--- src/rtl/prng_lfsr_gen.sv ---
// prng_lfsr_gen: a control LFSR picks one bit from each pair of a 2*OUT_W data LFSR. A programmable divider paces the data LFSR.
// The word is registered one cycle after a tick. Under backpressure the held word is kept, the new word is dropped, and a sticky overrun is set. Option: PRNG_LOCKUP_RECOVER_EN.
module prng_lfsr_gen #(
    parameter int                 OUT_W     = 8,
    parameter logic [2*OUT_W-1:0] DATA_TAPS = 16'hD008,
    parameter logic [OUT_W-1:0]   CTRL_TAPS = 8'hB8,
    parameter int                 DIV_W     = 24
) (
    input  logic                 CLK,
    input  logic                 reset,
    input  logic                 EN,
    input  logic [DIV_W-1:0]     div_period,
    input  logic                 seed_load,
    input  logic [2*OUT_W-1:0]   seed_data,
    output logic [OUT_W-1:0]     out_data,
    output logic                 out_valid,
    input  logic                 out_ready,
    output logic                 overrun,
    input  logic                 overrun_clr,
    output logic                 lockup
);

    localparam int DW = 2 * OUT_W;

`ifdef PRNG_LOCKUP_RECOVER_EN
    localparam bit RECOVER = 1'b1;
`else
    localparam bit RECOVER = 1'b0;
`endif

    logic [DW-1:0]    data_q;
    logic [DW-1:0]    data_step;
    logic [OUT_W-1:0] ctrl_q;
    logic [OUT_W-1:0] ctrl_step;
    logic [OUT_W-1:0] word;
    logic [DIV_W-1:0] cnt_q;
    logic [OUT_W-1:0] out_data_q;
    logic             out_valid_q;
    logic             overrun_q;
    logic             lockup_q;
    logic             tick;
    logic             data_lock;
    logic             ctrl_lock;

    // A seed load swallows the tick of its cycle entirely.
    assign tick      = EN && (cnt_q >= div_period) && !seed_load;
    assign data_lock = RECOVER && (&data_q);
    assign ctrl_lock = RECOVER && (&ctrl_q);

    always_comb begin
        data_step = data_lock ? '0 : {data_q[DW-2:0], ~^(data_q & DATA_TAPS)};
        ctrl_step = ctrl_lock ? '0 : {ctrl_q[OUT_W-2:0], ~^(ctrl_q & CTRL_TAPS)};
        word      = '0;
        for (int j = 0; j < OUT_W; j++) begin
            word[j] = ctrl_q[j] ? data_q[2*j+1] : data_q[2*j];
        end
    end

    always_ff @(posedge CLK) begin
        if (reset) begin
            data_q      <= '0;
            ctrl_q      <= '0;
            cnt_q       <= '0;
            out_data_q  <= '0;
            out_valid_q <= 1'b0;
            overrun_q   <= 1'b0;
            lockup_q    <= 1'b0;
        end else begin
            lockup_q <= 1'b0;
            if (seed_load) begin
                data_q <= seed_data;
                ctrl_q <= seed_data[OUT_W-1:0] ^ seed_data[DW-1:OUT_W];
                cnt_q  <= '0;
            end else if (EN) begin
                ctrl_q   <= ctrl_step;
                cnt_q    <= tick ? '0 : cnt_q + DIV_W'(1);
                lockup_q <= (tick && data_lock) || ctrl_lock;
                if (tick) begin
                    data_q <= data_step;
                end
            end else begin
                cnt_q <= '0;
            end

            // A fresh drop outranks a clear in the same cycle.
            if (tick && out_valid_q && !out_ready) begin
                overrun_q <= 1'b1;
            end else if (overrun_clr) begin
                overrun_q <= 1'b0;
            end

            if (tick) begin
                if (!out_valid_q || out_ready) begin
                    out_data_q  <= word;
                    out_valid_q <= 1'b1;
                end
            end else if (out_valid_q && out_ready) begin
                out_valid_q <= 1'b0;
            end
        end
    end

    assign out_data  = out_data_q;
    assign out_valid = out_valid_q;
    assign overrun   = overrun_q;
    assign lockup    = lockup_q;

endmodule

--- config.mk ---
export PLATFORM = sky130hd
export DESIGN_NAME = prng_lfsr_gen
export DESIGN_NICKNAME = d
export VERILOG_FILES = /design/src/rtl/prng_lfsr_gen.sv
export SDC_FILE = /design/constraint.sdc
export NUM_CORES = 1
export LEC_CHECK = 0
export ABC_AREA = 1
export CAP_MARGIN = 20
export CORE_MARGIN = 2
export CORE_UTILIZATION = 50
export DETAILED_ROUTE_END_ITERATION = 8
export PLACE_DENSITY = 0.79
export SYNTH_ARGS = -nofsm -noshare
export SYNTH_HDL_FRONTEND = slang
export SYNTH_SLANG_ARGS = --single-unit
export TNS_END_PERCENT = 20
--- constraint.sdc ---
create_clock -name CLK -period 3.7 [get_ports CLK]
set_input_delay 0.555 -clock CLK [delete_from_list [all_inputs] [get_ports CLK]]
set_output_delay 0.555 -clock CLK [all_outputs]
set_load 0.01 [all_outputs]
* Word level (Yosys, flattened, before mapping)
Cells that the tools add are included.
Operators by class: reduce and logical (&&, ||, !) cells 19, equal/unequal tests 1, bitwise operators 2, multiplexer cells 18, $lt $le $gt $ge 1, add/sub/neg operators 1
Operators by type and width (count):
- two-way mux 16 bit | 3
- adder 24 x 1 -> 24 bit, second input constant | 1
- >= comparator 24 bit | 1
- two-way mux 8 bit | 2
- XNOR reduction 16 bit | 1
- two-way mux 1 bit | 13
- nonzero test 2 bit | 4
- XNOR reduction 8 bit | 1
- bitwise XOR 8 bit | 1
- AND reduction 2 bit | 3
- logical AND 1 bit | 5
- OR reduction 4 bit | 1
- zero test 1 bit | 3
- != test 2 x 1 -> 1 bit, second input constant | 1
- logical OR 1 bit | 1
- NOT 1 bit | 1
Storage, ports and cells: bits in registers 58, logic and storage cells 48, output and inout bits 11, input port bits 46

* Depth between registers and ports, before layout
Gate-level depths: netlist of run 1.
word-level depth 6, depth in mapped cells 16, mapped depth without buffers 15

* Worst setup path before layout of run 1
OpenSTA, ideal clock, no wires.
path kind input-to-reg, start point input port div_period[19], end point register out_data_q[0] (netlist: out_data[0]), setup slack 1.739 ns, cell stages on the path 12, data required time 3.587 ns, arrival 1.848 ns, library setup time 0.113 ns, buffers on the path 1, path through inv_1 > ha_1 > nand2_1 > nor2_1 > nand4_1 > nor2_1 > nand2_1 > nand3_2 > nand4_2 > buf_2 > nor2_1 > nor2_1
Between the ends: word-level cells in the longest chain between the ends 4
RTL lines:
- start: declaration | line 12 | input logic [DIV_W-1:0] div_period,
- >= comparator 24 bit | line 46 | assign tick = EN && (cnt_q >= div_period) && !seed_load;
- logical AND 1 bit (2 in series) | line 46
- AND reduction 2 bit (no source line)
- end signal: assignment | line 94 | out_data_q <= word;
- end: declaration | line 37 | logic [OUT_W-1:0] out_data_q;
No other way between the ends. A chain may end at the register's enable or synchronous reset.

* Worst setup path after layout of run 1
start point input port div_period[21], end point register cnt_q[19]
Between the ends: word-level cells in the longest chain between the ends 4
RTL lines:
- >= comparator 24 bit | line 46
- logical AND 1 bit (2 in series) | line 46
- OR reduction 4 bit (no source line)
- end signal: assignment | line 76 | cnt_q <= tick ? '0 : cnt_q + DIV_W'(1);
- end: declaration | line 36 | logic [DIV_W-1:0] cnt_q;
No other way between the ends.

==> results of run 1 <==
## cells by family after synthesis
| kind of cell | count (synthesis) | synth area share [%] |
|---|---|---|
| AO/OA/AOI/OAI | 71 | 11.4 |
| AND/OR/NAND/NOR | 235 | 30.0 |
| other | 1 | 0.106 |
| adder cells (fa/ha/maj) | 25 | 8.87 |
| XOR/XNOR | 25 | 6.21 |
| flip-flops | 58 | 32.9 |
| buffers and inverters | 94 | 10.5 |
## metal layers
metal  vias up  GRT usage, %
met2        89          40.2
met3        15          6.03
li1       1716             -
met4         0          8.25
met5         -             0
met1      1484          26.2
## worst max path at each step
stage,startpoint,end,slack (ns),cells past startpoint
CTS,div_period[21],cnt_q[19],0.92,10
global route,div_period[3],cnt_q[12],0.76,14
floorplan,div_period[19],out_data[0],1.74,12
global placement,div_period[21],cnt_q[19],0.68,10
finish,div_period[21],cnt_q[19],0.93,10
detailed placement,div_period[21],cnt_q[19],0.59,10
## power breakdown
group	total [W]	switching, W	internal [W]
registers	0.000657	0.0000162	0.000641
logic	0.000165	0.0000830	0.0000822
clock network	0.000570	0.000247	0.000324
total	0.00139	0.000346	0.00105
## worst max-delay path: stages
cell	delay (ns)
clkdlybuf4s50_1	0.46
inv_1	0.05
ha_1	0.32
a21oi_1	0.16
o21ai_0	0.09
nor2_1	0.19
nand3_2	0.15
nand2_4	0.21
nand4_2	0.53
a21oi_1	0.30
## cell usage in the layout, fill, tap and decap left out, types with 5 or more instances in the layout
cell             netlist  layout
nand2_1              116     116
inv_1                 78      78
nor2_1                67      67
dfxtp_1               58      58
clkdlybuf4s50_1        0      55
a21oi_1               36      36
ha_1                  25      25
nand3_1               23      23
o21ai_0               21      21
xnor2_1               17      17
clkbuf_8               0      10
xor2_1                 8       8
nor2_4                 5       5
nand4_1                5       5
## final cells by class
type / count / area share (%)
Multi-Input combinational cell: 357 / 46.0
Sequential cell: 58 / 26.8
Timing Repair Buffer: 59 / 13.4
Inverter: 78 / 6.76
Clock buffer: 12 / 3.35
Tap cell: 96 / 2.77
Clock inverter: 3 / 0.924
## through the flow
step | hold slack [ns] | total power [W]
final | 0.471 | 0.00139
after global routing | 0.517 | 0.00144
after CTS | 0.476 | 0.00139
after detailed placement | 0.462 | 0.000834
after global placement | 0.454 | 0.000829
after floorplan | 0.440 | 0.000758
## registers in the layout, indices dropped and copies added (netlist names)
| signal | cells |
|---|---|
| cnt_q | 24 |
| ctrl_q | 8 |
| data_q | 16 |
| out_data | 8 |
| out_valid | 1 |
| overrun | 1 |
==> summary.txt, run 1 <==
STA
  • Fin crit period: 2.77 ns
  • RSZ-0062 raised after global routing: false
  • Setup TNS Final: 0 ns
  • Clock Skew: 0.00898 ns
  • Worst setup margin: 0.928 ns
  • Relative slew slack: 56.5%
  • Fin crit share: 74.9%
  • Setup violators final: 0
  • Fin. max-slew vios: 0
  • Tightest Pin Transition: 0.651 ns
  • FMAX: 361 MHz
  • Final Hold Fails: 0

Routing
  • Met2 Routed Length: 3.97 mm
  • Wire length per cell: 12.4 µm
  • DRT Pass-1 Iters: 4
  • Routed WL: 8.22 mm
  • Initial DRC Count: 192
  • Drt via density: 4.98
  • Via count: 3304
  • Metal1 wirelength: 3.59 mm
  • Final ANT Viol Nets: 0
  • Met3 routed WL: 496 µm
  • Top routing layer in use: met4
  • DRC viols: 0

Finish
  • Core utilization of the finished layout: 63.8%
  • Fillcell total: 600
  • Design area: 4330 µm²
  • Diodes inserted: 0
  • Final Non-Filler Cells: 663
  • Syn-to-layout area delta: 23.0%
  • Share of cells above drive strength 1: 7.05%
  • Nets: 634
  • Area of the multi-input gates: 1990 µm²
  • Sequential Area: 1160 µm²

Min path
  • Hold Path Class: register to register
  • Hold path endpoint: cnt_q[0]
  • HP Start: cnt_q[0]
  • WHS Path Cells: 1

Worst setup path
  • Reg2Reg Setup Slack: 1.30 ns
  • Critical Path Start Type: primary input
  • Reg2reg path depth: 8
  • Worst EP arrival: 3.03 ns
  • Crit-path max FO: 24
  • Endpoint class of the critical path: register
  • Critical path required time: 3.96 ns
  • Critical R2R Launch: cnt_q[21]
  • Crit path kind: primary input to register
  • FF-to-FF End: cnt_q[19]

CTS
  • Total CTS buffers: 9
  • Post-CTS Hold Buffers: 0
  • Post-CTS Setup Inserts: 0
  • Clock slew at reported path FFs: 0.07 ns
  • CTS tree: built
  • Clk_lat worst skew: 0.34 ns
  • CTS max path bufs: 2
  • Post-CTS Resized: 0
  • H-tree depth: 3
  • # clock sinks: 58
  • Root buf cell: clkbuf_8

Yosys
  • Cell variety after synth: 34
  • Register area share after synthesis: 32.9%
  • Synthesized flop and latch total: 58
  • Synth top area cells: dfxtp_1 33%, nand2_1 12%, ha_1 8.9%
  • Post-synth top cells: 116 x nand2_1, 78 x inv_1, 67 x nor2_1, 58 x dfxtp_1, 36 x a21oi_1
  • Syn Inst Count: 509
  • Main synth FF type: dfxtp_1
  • Post-synth EDFFs: 0
  • Yosys top cell area share: 32.9%
  • Synth area leader: dfxtp_1
  • Mapped Area: 3520 µm²
  • Ys Warns: 0
  • Syn_area_per_cell: 6.92 µm²
  • Syn nets: 580
  • Asr flop ratio synth: 0%
  • Most frequent cell after synthesis: nand2_1

Global routing
  • Initial antenna violation count: 0
  • Vias in the first global route: 3197
  • Grt total ovfl: 0
  • Global Route Usage Sum: 22.7%
  • First-pass GRT wire length: 13.8 mm
  • Largest net degree at the start of global routing: 31

Run
  • Max_cap viols: 0

Place
  • Dpl cells: 648
  • Post-place instance area: 4150 µm²
  • IO buf count: 55
  • Gpl congestion: 0.859
  • DP Wirelength: 6.05 mm
  • Place WS: 0.587 ns

Die
  • Ports: 57
  • Die Ht: 88.0 µm
  • Die area: 7740 µm²
  • Die W: 88.0 µm
  • Core ar.: 6790 µm²
  • Initial core utilization: 51.9%
  • Row count: 30

Pwr
  • Static leakage: 1.96 nW
  • Power Density: 321 nW/µm²
  • Maximum VDD drop: 0.000231 V

Status
  • Status: completed
No activity file was read; power rests on OpenSTA's default activity.
==> run 2, diff against run 1 <==
Settings changed: CORE_UTILIZATION 50 to 49, PLACE_DENSITY 0.79 to 0.81.
Clock period 3.7 ns to 2.4 ns, I/O delays scaled along.
==> run 2 against run 1 <==
Compared with the run above: power increased by 45%; via count increased by 2.8%; first-iteration DRC count increased by 25%; critical endpoint is now data_q[11].
==> summary.txt, run 2 (synthesis gave the netlist of run 1 again) <==
Worst setup path
  • Most frequent CP cell: nand2_1 (was a21oi_1)
  • Crit-path leading delay family: simple AND/OR/NAND/NOR gates (unchanged)
  • CP bufs+invs: 2 (unchanged)
  • Crit path kind: primary input to register (unchanged)
  • Critical R2R Launch: cnt_q[18] (was cnt_q[21])
  • Crit-path max FO: 16 (was 24)
  • Critical path, cell by cell: clkdlybuf4s50_1, inv_1, ha_1, nand2_1, nor2_1, nand4_1, nor2_1, nand2_1, nand3_2, nand2_4, nand2_2, nand2_1, a21oi_1 (was clkdlybuf4s50_1, inv_1, ha_1, a21oi_1, o21ai_0, nor2_1, nand3_2, nand2_4, nand4_2, a21oi_1)
  • Worst setup path startpoint: div_period[19] (was div_period[21])
  • CP max-delay cell: clkdlybuf4s50_1 (was nand4_2)
  • CP peak stage delay: 0.45 ns (was 0.53 ns)
  • Endpoint class of the critical path: register (unchanged)
  • Critical path required time: 2.65 ns (was 3.96 ns)
  • Worst EP arrival: 2.41 ns (was 3.03 ns)
  • Critical Path Start Type: primary input (unchanged)

CTS
  • CTS tree: built (unchanged)
  • # clock sinks: 58 (unchanged)
  • Post-CTS Resized: 0 (unchanged)
  • Clock slew at reported path FFs: 0.06 ns (was 0.07 ns)
  • Clk_lat worst skew: 0.33 ns (was 0.34 ns)
  • CTS max path bufs: 2 (unchanged)
  • Root buf cell: clkbuf_8 (unchanged)
  • Total CTS buffers: 9 (unchanged)
  • Post-CTS Setup Inserts: 0 (unchanged)
  • Post-CTS Hold Buffers: 0 (unchanged)
  • H-tree depth: 3 (unchanged)

Place
  • DP Wirelength: 6.26 mm (was 6.05 mm)
  • IO buf count: 55 (unchanged)
  • Gpl congestion: 0.851 (was 0.859)
  • Dpl cells: 656 (was 648)

Finish
  • Commonest non-fill, non-tap cell in the layout: nand2_1 (unchanged)
  • Area of the multi-input gates: 1990 µm² (unchanged)
  • Nets: 642 (was 634)
  • Diodes inserted: 0 (unchanged)
  • Most frequent cells in the layout: 116 x nand2_1, 78 x inv_1, 67 x nor2_1 (unchanged)
  • Max reg flops: 24 (unchanged)
  • Sequential Area: 1160 µm² (unchanged)
  • Final Non-Filler Cells: 670 (was 663)
  • Top reg by flops: cnt_q (unchanged)
  • Share of cells above drive strength 1: 7.84% (was 7.05%)
  • Fillcell total: 627 (was 600)
  • Largest regs: cnt_q: 24 flops, data_q: 16 flops (unchanged)
  • Syn-to-layout area delta: 24.5% (was 23.0%)

Routing
  • Wire length per cell: 12.5 µm (was 12.4 µm)
  • Via count: 3396 (was 3304)
  • Routed WL: 8.40 mm (was 8.22 mm)
  • DRC viols: 0 (unchanged)
  • Initial DRC Count: 240 (was 192)
  • DRT Pass-1 Iters: 6 (was 4)
  • Drt via density: 5.07 (was 4.98)
  • Final ANT Viol Nets: 0 (unchanged)

STA
  • Final Hold Fails: 0 (unchanged)
  • Clock Skew: 0.00504 ns (was 0.00898 ns)
  • RSZ-0062 raised after global routing: false (unchanged)
  • Fin crit period: 2.15 ns
  • Setup TNS Final: 0 ns (unchanged)
  • Fin crit share: 89.8%
  • Relative slew slack: 63.5% (was 56.5%)
  • Tightest Pin Transition: 0.547 ns (was 0.651 ns)
  • Fin. max-slew vios: 0 (unchanged)
  • FMAX: 464 MHz
  • Setup violators final: 0 (unchanged)

Global routing
  • GRT met1 Usage: 27.9% (was 26.2%)
  • First-pass GRT wire length: 14.3 mm (was 13.8 mm)
  • Vias in the first global route: 3437 (was 3197)
  • Met2 usage: 40.6% (was 40.2%)
  • Initial antenna violation count: 0 (unchanged)
  • Grt total ovfl: 0 (unchanged)
  • Largest net degree at the start of global routing: 25 (was 31)
  • GRT met3 Usage: 3.26% (was 6.03%)
  • Global Route Usage Sum: 23.1% (was 22.7%)
  • Layer with the highest usage: met2 (unchanged)

Pwr
  • Power Density: 462 nW/µm² (was 321 nW/µm²)
  • Maximum VDD drop: 0.000243 V (was 0.000231 V)
  • Design Power: 0.00203 W (was 0.00139 W)
  • Static leakage: 1.99 nW (was 1.96 nW)

Die
  • Die W: 88.8 µm (was 88.0 µm)
  • Row count: 30 (unchanged)
  • Die Ht: 88.8 µm (was 88.0 µm)
  • Initial core utilization: 51.3% (was 51.9%)
  • Die area: 7890 µm² (was 7740 µm²)
  • Ports: 57 (unchanged)
  • Core ar.: 6870 µm² (was 6790 µm²)

Status
  • Status: completed (unchanged)

Run
  • Max_cap viols: 0 (unchanged)

Min path
  • HP Start: overrun (was cnt_q[0])
  • Hold Path Class: register to register (unchanged)
## run 2: worst paths after layout
| check | endpoint | slack (ns) | depth (start not counted) |
|---|---|---|---|
| max | data_q[11] | 0.25 | 13 |
| min | overrun | 0.48 | 2 |
| max reg2reg | data_q[11] | 0.42 | 11 |
| min reg2reg | overrun | 0.48 | 2 |
## run 2: final cells by class
cell class / count / area share, %
Multi-Input combinational cell: 357 / 45.5
Sequential cell: 58 / 26.5
Timing Repair Buffer: 67 / 15.2
Inverter: 78 / 6.67
Clock buffer: 14 / 3.48
Tap cell: 96 / 2.74
## run 2: report_power, final
group          switching, W  internal, W
Clock              0.000353     0.000393
Combinational      0.000133     0.000134
Sequential        0.0000244     0.000989
## run 2: tightest hold or removal path, stage by stage, from the launching register on
cell     delay [ns]
dfxtp_1        0.31
nand2_1        0.07
a21oi_1        0.06
## run 2: per-stage QoR
stage / hold WS [ns] / worst slack (ns) / cell area, µm² / utilization [%]
after floorplan: 0.440 / 0.634 / 3520 / -
after global placement: 0.452 / 0.00230 / 4230 / 61.6
after detailed placement: 0.471 / -0.0886 / 4230 / 61.6
after CTS: 0.479 / 0.226 / 4390 / 63.9
after global routing: 0.507 / 0.0510 / 4390 / 63.9
final: 0.481 / 0.246 / 4390 / 63.9
## run 2: metal layers
| layer | wire length [µm] | part of all wire (%) | up-vias |
|---|---|---|---|
| li1 | - | - | 1730 |
| met4 | 173 | 2.1 | 0 |
| met5 | 0 | 0 | - |
| met1 | 3680 | 44 | 1520 |
| met3 | 523 | 6.2 | 20 |
| met2 | 4030 | 48 | 126 |
==> run 3, diff against run 2 <==
Settings changed: CAP_MARGIN 20 to 10, CTS_CLUSTER_DIAMETER set to 30.
==> results of run 3 <==
The final DEF is identical to that of run 2; final timing and power are the same.
